--- src/rtl/pattern_seq.sv ---
// pattern_seq: replays a compile-time table of DEPTH patterns, each WIDTH bits,
// over a valid/ready stream. A start pulse launches a one-shot or looping pass.
// An abort pulse returns the block to idle. All outputs are registered.
module pattern_seq #(
  parameter int                       WIDTH    = 2,
  parameter int                       DEPTH    = 4,
  parameter logic [DEPTH*WIDTH-1:0]   PATTERNS = 8'b11_10_00_01,
  parameter int                       IDXW     = (DEPTH > 1) ? $clog2(DEPTH) : 1
) (
  input  logic             clk,
  input  logic             rst,
  input  logic             start,
  input  logic             loop_en,
  input  logic             abort,
  input  logic             out_ready,
  output logic             out_valid,
  output logic [WIDTH-1:0] out_data,
  output logic [IDXW-1:0]  out_idx,
  output logic             busy,
  output logic             done
);

  typedef enum logic {IDLE, RUN} state_t;

  // The index wraps on an explicit compare, so non-power-of-2 depths never
  // reach an unused table slot.
  localparam logic [IDXW-1:0] LAST = IDXW'(DEPTH - 1);

  state_t          state;
  logic [IDXW-1:0] idx;
  logic            loop_q;

  // Table lookup: entry i occupies bits [i*WIDTH +: WIDTH] of the packed table.
  function automatic logic [WIDTH-1:0] entry(input logic [IDXW-1:0] i);
    entry = PATTERNS[int'(i) * WIDTH +: WIDTH];
  endfunction

  // The index register is also the registered table index seen downstream.
  assign out_idx = idx;

  // Sequencer: handles start/abort and per-entry handshaking, and registers every output.
  always_ff @(posedge clk or posedge rst) begin
    if (rst) begin
      state     <= IDLE;
      idx       <= '0;
      loop_q    <= 1'b0;
      out_valid <= 1'b0;
      out_data  <= '0;
      busy      <= 1'b0;
      done      <= 1'b0;
    end else begin
      done <= 1'b0;
      case (state)
        IDLE: begin
          // abort beats a same-cycle start, so nothing is launched
          if (start && !abort) begin
            state     <= RUN;
            loop_q    <= loop_en;
            idx       <= '0;
            out_valid <= 1'b1;
            busy      <= 1'b1;
            out_data  <= entry('0);
          end
        end
        RUN: begin
          if (abort) begin
            // abort wins over a simultaneous transfer, which is dropped
            state     <= IDLE;
            idx       <= '0;
            out_valid <= 1'b0;
            busy      <= 1'b0;
            out_data  <= '0;
          end else if (out_valid && out_ready) begin
            if (idx == LAST) begin
              if (loop_q) begin
                idx      <= '0;
                out_data <= entry('0);
              end else begin
                state     <= IDLE;
                idx       <= '0;
                out_valid <= 1'b0;
                busy      <= 1'b0;
                out_data  <= '0;
                done      <= 1'b1;
              end
            end else begin
              idx      <= idx + IDXW'(1);
              out_data <= entry(idx + IDXW'(1));
            end
          end
        end
        default: begin
          state     <= IDLE;
          idx       <= '0;
          out_valid <= 1'b0;
          busy      <= 1'b0;
          out_data  <= '0;
        end
      endcase
    end
  end

endmodule

--- config.mk ---
export PLATFORM = sky130hd
export DESIGN_NAME = pattern_seq
export DESIGN_NICKNAME = d
export VERILOG_FILES = /design/src/rtl/pattern_seq.sv
export SDC_FILE = /design/constraint.sdc
export NUM_CORES = 1
export LEC_CHECK = 0
export CORE_AREA = 5 5 42 44
export DETAILED_ROUTE_END_ITERATION = 7
export DIE_AREA = 0 0 47 49
export GPL_ROUTABILITY_DRIVEN = 0
export SYNTH_ARGS = -nofsm -noshare
export SYNTH_HDL_FRONTEND = slang
export SYNTH_SLANG_ARGS = --single-unit
--- constraint.sdc ---
create_clock -name clk -period 3.14 [get_ports clk]
set_input_delay 0.471 -clock clk [delete_from_list [all_inputs] [get_ports clk]]
set_output_delay 0.471 -clock clk [all_outputs]
set_load 0.1 [all_outputs]
==> flow_metrics.py, run 1 <==
metrics = {
    "run_status": {
        "status": "completed",
    },
    "place": {
        "dp_hpwl_um": 582,
        "numPlacedInstances": 61,
        "post-place-ws_ps": 1370,
        "io_buffers": 12,
        "postPlaceCellArea_um2": 489,
    },
    "logic_synthesis": {
        "synth_cell_type_count": 22,
        "synth_seq_cells": 7,
        "synth_top_area_share": 0.459,
        "syn-mean-instance-area_um2": 10.9,
        "syn_inst": 35,
        "synth_area_leader_cell": "dfrtp_1",
        "seq_area_frac_synth": 0.459,
        "ys_warn_count": 0,
        "syn_area_um2": 382,
        "synth_area_leaders": "dfrtp_1 46%, ha_1 6.6%, a21o_1 3.9%, buf_4 3.9%, mux2_4 3.9%",
        "synth.net_count": 43,
    },
    "pwr": {
        "netSwitchingFraction": 0.434,
        "p_switching_mw": 0.141,
        "pwr-share-clk": 0.248,
        "leakage_nw": 0.246,
        "p_total_mw": 0.326,
        "pwr-share-comb": 0.403,
        "ir_worst_vdd_mv": 0.237,
        "p_seq_frac": 0.349,
        "intPower_mw": 0.184,
        "p_per_area_nw_per_um2": 632,
    },
    "global_route": {
        "grt_overflow": 0,
        "grt_max_degree": 8,
        "grt_pass1_wl_mm": 1.24,
        "antenna_found_initial": 0,
        "gr-usage-all-layers": 0.0799,
        "first_global_vias": 292,
    },
    "routing": {
        "avgViaCountPerCell": 4.65,
        "via_count": 302,
        "drt_iter0_drc": 3,
        "drcViolationCount": 0,
        "drtAntennaViolNets": 0,
        "totalWireLength_um": 734,
        "wire_per_inst_um": 11.3,
        "firstDrtPassIters": 3,
    },
    "cts": {
        "clk_pin_slew_ps": 50,
        "htree_levels": 1,
        "root_buffer": "clkbuf_4",
        "clk_latency_ps": 250,
        "clockBufferDepth": 2,
        "cts_tree": "done",
        "cts_resized": 0,
        "cts_setup_buffers": 0,
        "cts_sinks": 7,
        "numCtsBuffers": 3,
        "cts_hold_repair.buffers": 0,
    },
    "setup_path": {
        "start_kind": "input port",
        "worst_setup_path_end_kind": "flip-flop",
        "slowest_delay_ps": 470,
        "critPathArrivalTime_ps": 1650,
        "crit_chain": "clkdlybuf4s50_1, nor2b_1, and2b_4, mux2_4",
        "critical_path_class": "in2reg",
        "critPathSlowestCell": "clkdlybuf4s50_1",
        "path_delay_family": "buffers and inverters",
        "worstPathRequired_ps": 3280,
        "cp_num_buf_inv": 1,
        "crit_fanout": 3,
    },
    "cells_and_area": {
        "num-fill-cells": 154,
        "antennaDiodeCount": 0,
        "nNetsFinal": 58,
        "mostFrequentLayoutCells": "7 x dfrtp_1, 7 x buf_4, 5 x clkdlybuf4s50_1",
        "finalNonFillerCells": 65,
        "drive_gt1_frac": 0.245,
        "synthToLayoutAreaGrowth_pct": 35.1,
        "fin_util": 0.368,
        "fin_area_um2": 515,
    },
    "floorplanning": {
        "io_pins": 13,
        "core_um2": 1400,
        "start_util": 0.272,
        "die_h_um": 49,
        "dieArea_um2": 2300,
        "dieWidth_um": 47,
        "rows": 14,
    },
    "sta": {
        "whs_ps": 452,
        "clock.fmax_ghz": 0.662,
        "fin_setup_tns_ps": 0,
        "setup_ws_ps": 1630,
        "max_slew_margin": 0.819,
        "setup_viol": 0,
        "rsz0062_at_grt": "false",
        "period_needed_ps": 1510,
        "tightest_slew_ps": 271,
        "final.period_utilization": 0.481,
        "clock_skew_ps": 0.496,
        "report.final.slew_viol_count": 0,
        "hold_violations": 0,
    },
    "min_path": {
        "hold_class": "in2async",
    },
    "run": {
        "max-cap-violations": 0,
    },
}
==> registers in the layout, indices dropped and copies added, names as in the netlist <==
register  cells
busy          1
done          1
loop_q        1
out_data      2
out_idx       1
state         1
==> worst paths after layout <==
kind                               end  slack [ps]         from  depth (start not counted)
max                             loop_q        1630        start                          4
min                        out_data[0]         450          rst                          2
max reg2reg                out_data[1]        1950   out_idx[0]                          4
min reg2reg                out_data[0]         550  out_data[0]                          2
max in group asynchronous         busy        2480          rst                          2
min in group clk           out_data[0]         550  out_data[0]                          2
==> routing by layer <==
| metal | wire, um | global-route usage |
|---|---|---|
| met1 | 326 | 0.102 |
| met2 | 303 | 0.0950 |
| met3 | 89 | 0.0590 |
| met4 | 14 | 0.0415 |
| met5 | 0 | 0 |
==> cells in the mapped netlist <==
cell type / instances
a211oi_1: 1
a21o_1: 2
a21oi_1: 2
a311oi_1: 1
and2b_4: 1
and3b_1: 1
buf_4: 2
dfrtp_1: 7
ha_1: 2
inv_1: 2
mux2_4: 1
nand2_1: 1
nand2b_1: 1
nand3b_1: 1
nor2_1: 2
nor2b_1: 2
nor3b_1: 1
o21ai_1: 1
o21bai_1: 1
o2bb2ai_1: 1
o311ai_1: 1
xnor2_1: 1
==> kinds of logic after synthesis <==
group	after synthesis	synth area share
XOR/XNOR	1	0.0230
adder cells (fa/ha/maj)	2	0.0656
AND/OR/NAND/NOR	10	0.167
buffers and inverters	4	0.0590
flip-flops	7	0.459
AO/OA/AOI/OAI	10	0.187
multiplexers	1	0.0393
==> power by group through the flow <==
stage	logic [mW]	registers [mW]	clock network, mW
finish	0.131	0.113	0.0809
global route	0.138	0.116	0.0905
CTS	0.132	0.114	0.0857
detailed placement	0.132	0.115	0
global placement	0.132	0.115	0
floorplan	0.0557	0.164	0
==> cell type report <==
class | count | area [um^2] | share of cell area
Clock buffer | 4 | 26.3 | 0.0510
Multi-Input combinational cell | 24 | 184 | 0.357
Inverter | 2 | 7.51 | 0.0146
Sequential cell | 7 | 175 | 0.340
Tap cell | 16 | 20.0 | 0.0388
Timing Repair Buffer | 12 | 103 | 0.199
==> worst register-to-register path: cells and delay by family, from the launching register on <==
| kind | cells | cell delay [ps] |
|---|---|---|
| adders and majority gates | 1 | 280 |
| DFF | 1 | 390 |
| AOI/OAI and AO/OA | 2 | 380 |
| buffers and inverters | 1 | 90 |
Power figures use the tool's default switching activity.
==> run 2, diff against run 1 <==
==> constraint.sdc (replaced) <==
create_clock -name clk -period 1.4 [get_ports clk]
set_input_delay 0.21 -clock clk [delete_from_list [all_inputs] [get_ports clk]]
set_output_delay 0.21 -clock clk [all_outputs]
set_load 0.1 [all_outputs]
==> run 2 against run 1 <==
Effect of this change: sequential cell count unchanged; combinational power grew to 2.8 times the previous value; first-iteration DRC count shrank 67%; register-to-register slack worse by 1800 ps; final area is 25% higher; final cell count grew 6.2%; utilization rose by 9.0 points; worst hold slack got worse by 260 ps; non-clock buffer count up 4; global-route usage is 1.5 points higher; sequential power up 140%; largest cell class is now non-clock buffers; highest routed layer unchanged.
==> flow_metrics.py, run 2 (synthesized netlist as in run 1, its figures left out) <==
metrics = {
    "run_status": {
        "status": "completed",
    },
    "setup_path": {
        "r2r-end": "out_data[1]",
        "worst_setup_path_end_kind": "flip-flop",
        "crit_fanout": 4,
        "reg2reg_slack_ps": 110,
        "slowest_delay_ps": 500,
        "critPathSlowestCell": "dfrtp_4",
        "start_kind": "flip-flop",
        "crit_chain": "inv_1, ha_1, a311oi_1, a21o_1",
        "ff2ff_path_depth": 4,
        "worstPathRequired_ps": 1590,
        "r2r-start": "out_idx[0]",
        "critPathArrivalTime_ps": 1480,
        "critical_path_class": "reg2reg",
    },
    "sta": {
        "hold_violations": 0,
        "period_needed_ps": 1290,
        "whs_ps": 188,
        "setup_ws_ps": 106,
        "report.final.slew_viol_count": 0,
        "final.period_utilization": 0.924,
        "clock_skew_ps": 7.05,
        "max_slew_margin": 0.801,
        "rsz0062_at_grt": "false",
        "tightest_slew_ps": 298,
        "setup_viol": 0,
        "clock.fmax_ghz": 0.773,
    },
    "routing": {
        "totalWireLength_um": 841,
        "drt_iter0_drc": 1,
        "firstDrtPassIters": 2,
        "wire_per_inst_um": 12.2,
        "avgViaCountPerCell": 4.74,
        "via_count": 327,
        "drtAntennaViolNets": 0,
        "drcViolationCount": 0,
    },
    "cts": {
        "cts_hold_repair.buffers": 0,
        "cts_setup_buffers": 0,
        "root_buffer": "clkbuf_4",
        "numCtsBuffers": 3,
        "cts_resized": 0,
        "clockBufferDepth": 2,
        "clk_pin_slew_ps": 50,
        "cts_sinks": 7,
        "cts_tree": "done",
        "clk_latency_ps": 260,
        "htree_levels": 1,
    },
    "place": {
        "io_buffers": 12,
        "dp_hpwl_um": 682,
        "post-place-ws_ps": -58.1,
    },
    "min_path": {
        "hold_class": "in2async",
    },
    "floorplanning": {
        "rows": 14,
        "start_util": 0.272,
        "dieArea_um2": 2300,
        "dieWidth_um": 47,
        "core_um2": 1400,
        "io_pins": 13,
        "die_h_um": 49,
    },
    "cells_and_area": {
        "drive_gt1_frac": 0.358,
        "largest_register_ff_count": 2,
        "nNetsFinal": 62,
        "regMostFlops": "out_data",
        "synthToLayoutAreaGrowth_pct": 68.2,
        "mostFrequentLayoutCells": "7 x buf_12, 5 x clkdlybuf4s50_1, 4 x dfrtp_1, 4 x buf_4, 3 x clkbuf_4",
        "multi_input_area_um2": 184,
        "antennaDiodeCount": 0,
        "num-fill-cells": 153,
        "seq_area_um2": 184,
        "layout_commonest_cell": "buf_12",
    },
    "pwr": {
        "leakage_nw": 0.286,
        "ir_worst_vdd_mv": 0.704,
        "p_per_area_nw_per_um2": 1290,
    },
    "global_route": {
        "first_global_vias": 340,
        "antenna_found_initial": 0,
        "grt_max_degree": 8,
        "gr-usage-all-layers": 0.0950,
        "grt_overflow": 0,
        "grt_pass1_wl_mm": 1.37,
    },
    "run": {
        "max-cap-violations": 0,
    },
}
run 2: final cells by class:
type	instances	area share
repair buffers	16	0.343
flip-flops and latches	7	0.287
multi-input cells	24	0.287
clock buffers	4	0.0409
well taps	16	0.0312
inverters	2	0.0117
run 2: power breakdown:
group          internal (mW)  switching (mW)
clock                  0.109          0.0763
combinational          0.148           0.220
sequential             0.231          0.0412
total                  0.488           0.338
run 2: critical path, delay by kind of cell, from the launching register on:
| kind | cells | cell delay, ps |
|---|---|---|
| AOI/OAI and AO/OA | 2 | 400 |
| adders and majority gates | 1 | 230 |
| buffers and inverters | 1 | 100 |
| DFF | 1 | 500 |
run 2: worst max-delay path by stage:
stage | depth (start not counted) | endpoint | from
after global placement | 4 | loop_q | start
after floorplan | 4 | out_data[1] | out_idx[0]
after detailed placement | 4 | loop_q | start
after CTS | 4 | out_data[1] | out_idx[0]
final | 4 | out_data[1] | out_idx[0]
after global routing | 4 | out_data[1] | out_idx[0]
run 2: routing by layer:
layer	track usage	up-vias	share of wire
met1	0.0897	151	0.37
li1	-	160	-
met5	0	-	0
met4	0.111	0	0.050
met3	0.0443	4	0.087
met2	0.131	12	0.49
run 2: stage by stage:
stage	instance area, um^2	utilization	std cells	power (mW)	setup TNS [ps]
global placement	616	0.439	65	0.642	-18.4
global route	642	0.458	69	0.879	0
CTS	642	0.458	69	0.841	0
detailed placement	616	0.439	65	0.646	-58.1
floorplan	390	-	35	0.499	-8.74
finish	642	0.458	69	0.825	0
==> run 3, diff against run 2 <==
--- a/config.mk
+++ b/config.mk
@@ -5,6 +5,7 @@
 export SDC_FILE = /design/constraint.sdc
 export NUM_CORES = 1
 export LEC_CHECK = 0
+export ABC_CLOCK_PERIOD_IN_PS = 1400
 export CORE_AREA = 5 5 42 44
 export DETAILED_ROUTE_END_ITERATION = 7
 export DIE_AREA = 0 0 47 49
==> results of run 3 <==
No change in the layout: final DEF, timing and power equal those of run 2.
